===== config.mk =====
export PLATFORM = sky130hd
export DESIGN_NAME = video_pattern_gen
export DESIGN_NICKNAME = d
export VERILOG_FILES = /design/src/rtl/video_pattern_gen.sv
export SDC_FILE = /design/constraint.sdc
export NUM_CORES = 1
export LEC_CHECK = 0
export BUFFER_PORTS_ARGS = -buffer_cell sky130_fd_sc_hd__buf_2
export CAP_MARGIN = 20
export CORE_ASPECT_RATIO = 0.9
export CORE_UTILIZATION = 65
export CTS_BUF_LIST = sky130_fd_sc_hd__clkbuf_16
export DETAILED_ROUTE_END_ITERATION = 10
export GPL_TIMING_DRIVEN = 0
export PLACE_DENSITY = 0.95
export SLEW_MARGIN = 20
export SYNTH_ARGS = -nofsm -noshare
export SYNTH_HDL_FRONTEND = slang
export SYNTH_SLANG_ARGS = --single-unit

===== constraint.sdc =====
create_clock -name sys_clk -period 10.4 [get_ports sys_clk]
set_clock_uncertainty 0.15 [all_clocks]
set_input_delay 2.08 -clock sys_clk [delete_from_list [all_inputs] [get_ports sys_clk]]
set_output_delay 2.08 -clock sys_clk [all_outputs]
set_load 0.03 [all_outputs]

===== src/rtl/video_pattern_gen.sv =====
// Video timing and test-pattern generator.
// Free-running h/v counters produce sync and active-area timing. One of four
// patterns is rendered from the active-area coordinates: bars, grid, gradient
// or bouncing box. Every output is registered, so the outputs lag the counters
// by exactly one clock and stay aligned with each other. The pattern select and
// the box position change only on the first clock of a frame. That clock is in
// blanking, so a frame is never drawn with two different settings.
module video_pattern_gen #(
  parameter int H_SYNC     = 96,
  parameter int H_BACK     = 48,
  parameter int H_ACTIVE   = 640,
  parameter int H_FRONT    = 16,
  parameter int V_SYNC     = 2,
  parameter int V_BACK     = 33,
  parameter int V_ACTIVE   = 480,
  parameter int V_FRONT    = 10,
  parameter int SYNC_POL   = 1,
  parameter int COLOR_W    = 8,
  parameter int CNT_W      = 12,
  parameter int GRID       = 32,
  parameter int GRAD_SHIFT = 2,
  parameter int BOX_SIZE   = 64
) (
  input  logic               sys_clk,
  input  logic               sys_rst,
  input  logic [1:0]         mode_sel,
  output logic               hsync,
  output logic               vsync,
  output logic               rgb_valid,
  output logic [COLOR_W-1:0] rgb_r,
  output logic [COLOR_W-1:0] rgb_g,
  output logic [COLOR_W-1:0] rgb_b,
  output logic [CNT_W-1:0]   pix_x,
  output logic [CNT_W-1:0]   pix_y,
  output logic               frame_start
);

  localparam int H_TOTAL = H_SYNC + H_BACK + H_ACTIVE + H_FRONT;
  localparam int V_TOTAL = V_SYNC + V_BACK + V_ACTIVE + V_FRONT;
  localparam int BAR_W   = H_ACTIVE / 8;

  localparam logic [CNT_W-1:0] H_LAST      = CNT_W'(H_TOTAL - 1);
  localparam logic [CNT_W-1:0] V_LAST      = CNT_W'(V_TOTAL - 1);
  localparam logic [CNT_W-1:0] H_SYNC_END  = CNT_W'(H_SYNC);
  localparam logic [CNT_W-1:0] V_SYNC_END  = CNT_W'(V_SYNC);
  localparam logic [CNT_W-1:0] H_ACT_START = CNT_W'(H_SYNC + H_BACK);
  localparam logic [CNT_W-1:0] H_ACT_END   = CNT_W'(H_SYNC + H_BACK + H_ACTIVE);
  localparam logic [CNT_W-1:0] V_ACT_START = CNT_W'(V_SYNC + V_BACK);
  localparam logic [CNT_W-1:0] V_ACT_END   = CNT_W'(V_SYNC + V_BACK + V_ACTIVE);
  localparam logic [CNT_W-1:0] BOX_X_MAX   = CNT_W'(H_ACTIVE - BOX_SIZE);
  localparam logic [CNT_W-1:0] BOX_Y_MAX   = CNT_W'(V_ACTIVE - BOX_SIZE);
  localparam logic [CNT_W-1:0] BOX_LEN     = CNT_W'(BOX_SIZE);
  localparam logic [CNT_W-1:0] GRID_MASK   = CNT_W'(GRID - 1);
  localparam logic             SYNC_ON     = (SYNC_POL != 0);
  localparam logic [COLOR_W-1:0] FULL      = {COLOR_W{1'b1}};

  logic [CNT_W-1:0]   h_cnt_reg, v_cnt_reg;
  logic [CNT_W-1:0]   box_x_reg, box_y_reg;
  logic               box_x_dec_reg, box_y_dec_reg;   // 1 = moving towards 0
  logic [1:0]         mode_reg;

  logic               frame_first, h_wrap;
  logic               h_in_sync, v_in_sync, in_act;
  logic [CNT_W-1:0]   x_off, y_off, grad_x;
  logic [7:1]         bar_ge;
  logic [2:0]         bar_idx;
  logic               grid_line, in_box;
  logic [COLOR_W-1:0] pat_r, pat_g, pat_b;

  assign frame_first = (h_cnt_reg == '0) && (v_cnt_reg == '0);
  assign h_wrap      = (h_cnt_reg == H_LAST);
  assign h_in_sync   = (h_cnt_reg < H_SYNC_END);
  assign v_in_sync   = (v_cnt_reg < V_SYNC_END);
  assign in_act      = (h_cnt_reg >= H_ACT_START) && (h_cnt_reg < H_ACT_END) &&
                       (v_cnt_reg >= V_ACT_START) && (v_cnt_reg < V_ACT_END);
  // Offsets are only meaningful inside the active area; outside it they are ignored.
  assign x_off       = h_cnt_reg - H_ACT_START;
  assign y_off       = v_cnt_reg - V_ACT_START;
  assign grad_x      = x_off >> GRAD_SHIFT;
  assign grid_line   = ((x_off & GRID_MASK) == '0) || ((y_off & GRID_MASK) == '0);
  assign in_box      = (x_off >= box_x_reg) && (x_off < box_x_reg + BOX_LEN) &&
                       (y_off >= box_y_reg) && (y_off < box_y_reg + BOX_LEN);

  // Bar edges are compared against constants, so no divider is needed for
  // bar widths that are not a power of two.
  genvar gi;
  generate
    for (gi = 1; gi < 8; gi++) begin : g_bar_edge
      localparam logic [CNT_W-1:0] EDGE = CNT_W'(gi * BAR_W);
      assign bar_ge[gi] = (x_off >= EDGE);
    end
  endgenerate

  // Bar index = number of bar edges at or left of the pixel.
  always_comb begin
    bar_idx = 3'd0;
    for (int k = 1; k < 8; k++) begin
      if (bar_ge[k]) bar_idx = 3'(k);
    end
  end

  // Pattern colour. The bar order white..black maps each channel to one inverted index bit.
  always_comb begin
    pat_r = '0;
    pat_g = '0;
    pat_b = '0;
    case (mode_reg)
      2'd0: begin
        pat_r = {COLOR_W{~bar_idx[1]}};
        pat_g = {COLOR_W{~bar_idx[2]}};
        pat_b = {COLOR_W{~bar_idx[0]}};
      end
      2'd1: begin
        if (grid_line) begin
          pat_r = FULL;
          pat_g = FULL;
          pat_b = FULL;
        end
      end
      2'd2: begin
        pat_r = grad_x[COLOR_W-1:0];
        pat_g = grad_x[COLOR_W-1:0];
        pat_b = grad_x[COLOR_W-1:0];
      end
      default: begin
        if (in_box) pat_r = FULL;
      end
    endcase
  end

  // Timing counters, plus the once-per-frame mode latch and box step.
  always_ff @(posedge sys_clk or posedge sys_rst) begin
    if (sys_rst) begin
      h_cnt_reg     <= '0;
      v_cnt_reg     <= '0;
      mode_reg      <= 2'd0;
      box_x_reg     <= '0;
      box_y_reg     <= '0;
      box_x_dec_reg <= 1'b0;
      box_y_dec_reg <= 1'b0;
    end else begin
      h_cnt_reg <= h_wrap ? '0 : h_cnt_reg + 1'b1;
      if (h_wrap) v_cnt_reg <= (v_cnt_reg == V_LAST) ? '0 : v_cnt_reg + 1'b1;
      if (frame_first) begin
        mode_reg <= mode_sel;
        if (!box_x_dec_reg) begin
          if (box_x_reg == BOX_X_MAX) begin
            box_x_dec_reg <= 1'b1;
            box_x_reg     <= box_x_reg - 1'b1;
          end else begin
            box_x_reg     <= box_x_reg + 1'b1;
          end
        end else if (box_x_reg == '0) begin
          box_x_dec_reg <= 1'b0;
          box_x_reg     <= CNT_W'(1);
        end else begin
          box_x_reg     <= box_x_reg - 1'b1;
        end
        if (!box_y_dec_reg) begin
          if (box_y_reg == BOX_Y_MAX) begin
            box_y_dec_reg <= 1'b1;
            box_y_reg     <= box_y_reg - 1'b1;
          end else begin
            box_y_reg     <= box_y_reg + 1'b1;
          end
        end else if (box_y_reg == '0) begin
          box_y_dec_reg <= 1'b0;
          box_y_reg     <= CNT_W'(1);
        end else begin
          box_y_reg     <= box_y_reg - 1'b1;
        end
      end
    end
  end

  // Output stage: one register layer for all outputs keeps them mutually aligned.
  always_ff @(posedge sys_clk or posedge sys_rst) begin
    if (sys_rst) begin
      hsync       <= ~SYNC_ON;
      vsync       <= ~SYNC_ON;
      rgb_valid   <= 1'b0;
      rgb_r       <= '0;
      rgb_g       <= '0;
      rgb_b       <= '0;
      pix_x       <= '0;
      pix_y       <= '0;
      frame_start <= 1'b0;
    end else begin
      hsync       <= h_in_sync ? SYNC_ON : ~SYNC_ON;
      vsync       <= v_in_sync ? SYNC_ON : ~SYNC_ON;
      rgb_valid   <= in_act;
      frame_start <= frame_first;
      if (in_act) begin
        pix_x <= x_off;
        pix_y <= y_off;
        rgb_r <= pat_r;
        rgb_g <= pat_g;
        rgb_b <= pat_b;
      end else begin
        pix_x <= '0;
        pix_y <= '0;
        rgb_r <= '0;
        rgb_g <= '0;
        rgb_b <= '0;
      end
    end
  end

endmodule


* Word level (Yosys, flattened, before mapping)
Cells that the tools add are included.
Operators by class: add/subtract/negate cells 10, order comparisons 17, equal/unequal tests 6, muxes and demuxes 33, bitwise logic cells 3, reductions and logical operators 15
Operators with widths (count):
- 12-bit two-way mux | 10
- 12-bit zero test | 6
- 8-bit case mux with 3 select lines | 3
- 12-bit by 1-bit adder with 12-bit output, second input constant | 4
- 8-bit two-way mux | 5
- 12-bit by 10-bit equality test with 1-bit output, second input constant | 3
- 12-bit by 8-bit greater-or-equal comparator with 1-bit output, second input constant | 3
- 12-bit by 9-bit greater-or-equal comparator with 1-bit output, second input constant | 3
- 12-bit by 7-bit adder with 12-bit output, second input constant | 2
- 12-bit greater-or-equal comparator | 2
- 12-bit by 10-bit less-than comparator with 1-bit output, second input constant | 2
- 12-bit less-than comparator | 2
- 12-bit by 1-bit subtractor with 12-bit output, second input constant | 2
- 12-bit by 9-bit equality test with 1-bit output, second input constant | 1
- 12-bit by 10-bit greater-or-equal comparator with 1-bit output, second input constant | 1
- 12-bit by 6-bit greater-or-equal comparator with 1-bit output, second input constant | 1
- 12-bit by 7-bit greater-or-equal comparator with 1-bit output, second input constant | 1
- 12-bit by 2-bit less-than comparator with 1-bit output, second input constant | 1
- 12-bit by 7-bit less-than comparator with 1-bit output, second input constant | 1
- 3-bit two-way mux | 4
- 12-bit by 6-bit subtractor with 12-bit output, second input constant | 1
- 12-bit by 8-bit subtractor with 12-bit output, second input constant | 1
- 1-bit two-way mux | 9
- 1-bit logical AND | 7
- 6 further kinds | 9
Word-level totals: bits in registers 104, input bits 4, word-level logic and storage cells 100

* Depth between registers and ports, before layout
depth after elaboration 12, gate-level depth with buffers 14, mapped depth without buffers 13

* Worst setup path after synthesis
No wires, ideal clock.
path kind register to register, from register v_cnt_reg[0], to register rgb_r[0], setup time 148 ps, arrival 2929 ps, data required time 10102 ps, path slack 7172 ps, cell stages (with the launch flop) 14, path buffers 1, cells stage by stage dfrtp_1 -> clkbuf_1 -> a21oi_1 -> nor3b_1 -> nor2b_1 -> nor2_1 -> xor2_1 -> ha_1 -> a21o_1 -> a21o_1 -> a221oi_1 -> o21ai_0 -> a32oi_1 -> a21oi_1
Between the ends: longest elaborated chain between the ends 7, elaborated cells on any way between the ends 15, classes of those cells add/sub: 1; order compare: 4; mux: 4; reduce/logical: 6
Ends and longest elaborated chain:
- from (decl) | RTL line 57 | logic [CNT_W-1:0] h_cnt_reg, v_cnt_reg;
- from (signal assigned) | RTL line 143 | if (h_wrap) v_cnt_reg <= (v_cnt_reg == V_LAST) ? '0 : v_cnt_reg + 1'b1;
- 12-bit by 6-bit subtractor with 12-bit output | RTL line 78 | assign y_off = v_cnt_reg - V_ACT_START;
- 12-bit greater-or-equal comparator | RTL line 82 | (y_off >= box_y_reg) && (y_off < box_y_reg + BOX_LEN);
- 1-bit logical AND | RTL line 81 | assign in_box = (x_off >= box_x_reg) && (x_off < box_x_reg + BOX_LEN) &&
- 1-bit logical AND | RTL line 82
- 8-bit two-way mux | RTL line 126 | if (in_box) pat_r = FULL;
- 8-bit case mux with 3 select lines | RTL line 107 | case (mode_reg)
- 8-bit two-way mux (*) | RTL line 193 | if (in_act) begin
- to (signal assigned) | RTL line 196 | rgb_r <= pat_r;
- to (decl) | RTL line 30 | output logic [COLOR_W-1:0] rgb_r,
Mark *: on every way between the ends. The rest lies on a longest branch, timed or not. A chain may end at the register's enable or synchronous reset.

* Worst setup path after layout
from register h_cnt_reg[4], to register rgb_r[6]
Between the ends: longest elaborated chain between the ends 11, elaborated cells on any way between the ends 30, classes of those cells add/sub: 1; order compare: 10; mux: 10; bitwise: 1; reduce/logical: 8
Ends and longest elaborated chain:
- from (decl) | RTL line 57
- from (signal assigned) | RTL line 142 | h_cnt_reg <= h_wrap ? '0 : h_cnt_reg + 1'b1;
- 12-bit by 8-bit subtractor with 12-bit output | RTL line 77 | assign x_off = h_cnt_reg - H_ACT_START;
- 12-bit by 8-bit greater-or-equal comparator with 1-bit output | RTL line 90 | assign bar_ge[gi] = (x_off >= EDGE);
- 2-bit two-way mux (2 in a row) | RTL line 98 | if (bar_ge[k]) bar_idx = 3'(k);
- 3-bit two-way mux (4 in a row) | RTL line 98
- 1-bit NOT | RTL line 109 | pat_r = {COLOR_W{~bar_idx[1]}};
- 8-bit case mux with 3 select lines | RTL line 107
- 8-bit two-way mux (*) | RTL line 193
Marks and branches as above.

==> impl_metrics.env <==
export IMPL_result_of_the_run="completed"
export IMPL_worst_slew_pin_slew_ns=0.845
export IMPL_register_area_um2=2600
export IMPL_p_leak_nw=3.30
export IMPL_multiInputGateArea_um2=3600
export IMPL_detail_route_wl_per_cell_um=18.3
export IMPL_max_cap_violations=0
export IMPL_hold_path_class="reg2reg"
export IMPL_place_ws_ns=6.32
export IMPL_synth_cells=735
export IMPL_dominantRegCellSynth="dfrtp_1"
export IMPL_r2r_setup_slack_ns=5.98
export IMPL_depth_of_the_cts_h_tree=3
export IMPL_rsz0062_at_grt="no"
export IMPL_ir_drop_v=0.000136
export IMPL_floorplan_initialDensity_pct=67.2
export IMPL_timing_critical_path_required_ns=10.44
export IMPL_worst_endpoint_arrival_ns=4.46
export IMPL_postPlaceCellArea_um2=7010
export IMPL_most_common_library_cell_in_the_layout_ignoring_fill_and_taps="dfrtp_1"
export IMPL_finalSetupTns_ns=0
export IMPL_drt_first_iter_violations=514
export IMPL_drt_drc_violations_left=0
export IMPL_synth_cell_type_count=67
export IMPL_crit_type="reg2reg"
export IMPL_core_um2=9740
export IMPL_antenna_found_initial=0
export IMPL_place_detailed_hpwl_mm=12.0
export IMPL_n_antenna_cell=0
export IMPL_die_area_um2=10500
export IMPL_powerDensity_nw_per_um2=105
export IMPL_final_hold_worst_slack_ns=0.339
export IMPL_wire_length_of_the_first_global_routing_pass_mm=27.4
export IMPL_routed_via_count=5997
export IMPL_cts_tree="done"
export IMPL_routability_congestion_estimate=0.922
export IMPL_ys_warnings_count=0
export IMPL_setup_viol=0
export IMPL_clockBufferDepth=2
export IMPL_final_period_minus_worst_setup_slack_ns=4.42
export IMPL_grt_pass1_vias=5702
export IMPL_layout_cells_sized_above_1_pct=11.6
export IMPL_wirelength_mm=17.0
export IMPL_detail_route_first_pass_iterations=5
export IMPL_max_clock_freq_mhz=226
export IMPL_fill_cells=635
export IMPL_avgSynthCellArea_um2=8.90
export IMPL_cts_root_buffer_cell="clkbuf_16"
export IMPL_cp_max_fo=8
export IMPL_crit_path_launch_type="flop"
export IMPL_cts_sinks=104
export IMPL_synth_edff_count=0
export IMPL_relative_slew_slack_pct=43.5
export IMPL_hold_viol=0
export IMPL_io_pins=56
export IMPL_post_cts_setup_buffers=0
export IMPL_cts_hold_fix_buffers=0
export IMPL_synth_seq_area_share_pct=39.8
export IMPL_vias_per_cell=6.43
export IMPL_critPathCaptureType="flop"
export IMPL_insertion_delay_ns=0.35
export IMPL_synthesis_nets=796
export IMPL_post_route_cell_area_um2=7310
export IMPL_synthesis_area_um2=6550
export IMPL_worst_setup_hold_path_clk_slew_ns=0.07
export IMPL_layout_cells_most_common_list="dfrtp_1, nand2_1, a21oi_1, buf_2, ha_1"
export IMPL_grt_max_degree=66
export IMPL_port_buffer_count=55
export IMPL_finalCritPeriodShare_pct=42.5
export IMPL_floorplan_die_height_um=97.2
export IMPL_fp_row_count=34
export IMPL_drv_slew=0
export IMPL_ys_seq_elements=104
export IMPL_grt_overflow_total=0
export IMPL_grt_total_usage_pct=33.7
export IMPL_nNetsFinal=863
export IMPL_postRouteAntennaNets=0
export IMPL_synthToLayoutAreaGrowth_pct=11.7
export IMPL_numCtsBuffers=9
export IMPL_cts_repair_resize_count=0
export IMPL_final_setup_worst_slack_ns=5.98
export IMPL_floorplan_die_width_um=108
export IMPL_asyncSetResetFlopFracSynth_pct=100
[cells by family (layout without fill, tap and decap cells)]
kind of cell | after synthesis | in the layout | synth area share, %
buf+inv | 86 | 158 | 5.30
flops | 104 | 104 | 39.8
other cells | 1 | 1 | 0.0573
simple gates | 257 | 257 | 20.5
fa+ha+maj | 57 | 57 | 10.9
xor+xnor | 43 | 43 | 5.75
compound gates | 187 | 187 | 17.8
[cells in the mapped netlist (4+ instances only)]
cell type    n  area, um^2
a41oi_1      4        35.0
ha_1        57         713
nand4_1     13        81.3
a21o_1       5        37.5
a22oi_1      4        30.0
nor4_1      10        62.6
xor2_1      15         131
or3_1        5        31.3
nor3b_1      7        52.6
nor2b_1      8        50.1
a21oi_1     62         310
clkbuf_1    30         113
o31ai_1     12        90.1
xnor2_1     28         245
nand2b_1    10        62.6
nor3_1      17        85.1
nor2_1      55         206
a31oi_1      9        56.3
o21ai_0     52         260
nand2_1     63         236
inv_1       46         173
and2_1      12        75.1
nand3_1     26         130
dfrtp_1    104        2600
and3_1       7        43.8
buf_2        4        20.0
[cell type report]
cell class                 instances  area share [%]
inverter                          46            2.43
timing repair buffer              56            4.14
buffer                            40            2.38
sequential                       104            35.6
multi-input combinational        545            49.2
clock inverter                     7            1.06
clock buffer                       9            3.08
tap                              126            2.16
[worst paths after layout]
kind,startpoint,to,depth (start not counted)
worst min-delay path,h_cnt_reg[0],h_cnt_reg[0],1
worst max register to register,h_cnt_reg[4],rgb_r[6],12
max in group asynchronous,sys_rst,v_cnt_reg[4],3
worst max-delay path,h_cnt_reg[4],rgb_r[6],12
worst min register to register,h_cnt_reg[0],h_cnt_reg[0],1
min in group asynchronous,sys_rst,pix_y[10],2
[report_power, final]
part | total [mW] | leakage, nW | internal, mW | switching, mW
registers | 0.405 | 1.41 | 0.405 | 0.000282
clock network | 0.347 | 0.146 | 0.189 | 0.158
logic | 0.0140 | 1.74 | 0.00269 | 0.0113
total | 0.766 | 3.30 | 0.596 | 0.170
[per-stage QoR]
stage	instances	utilization [%]	power (mW)
finish	933	75.1	0.766
global route	933	75.1	0.787
CTS	933	75.1	0.770
detailed placement	917	72.0	0.427
global placement	916	71.6	0.425
floorplan	735	-	0.422
[worst max-delay path, cell delays in order (launching register included)]
cell and delay, ns:
dfrtp_1 0.41, clkbuf_1 0.33, inv_1 0.24, ha_1 0.35
xnor2_1 0.40, inv_1 0.28, ha_1 0.39, nand4b_1 0.21
a21o_1 0.18, a211oi_1 0.34, o21ai_0 0.21, a32oi_1 0.64
a21oi_1 0.12
[metal layers]
metal  GRT usage (%)  part of all wire, %  routed length, um  vias to the layer above
li1                -                    -                  -                     2726
met1            44.2                   41               6990                     2878
met2            54.1                   47               8080                      337
met3            5.84                  8.4               1420                       56
met4            15.8                  3.2                546                        0
met5               0                    0                  0                        -
Power figures use the tool's default switching activity.
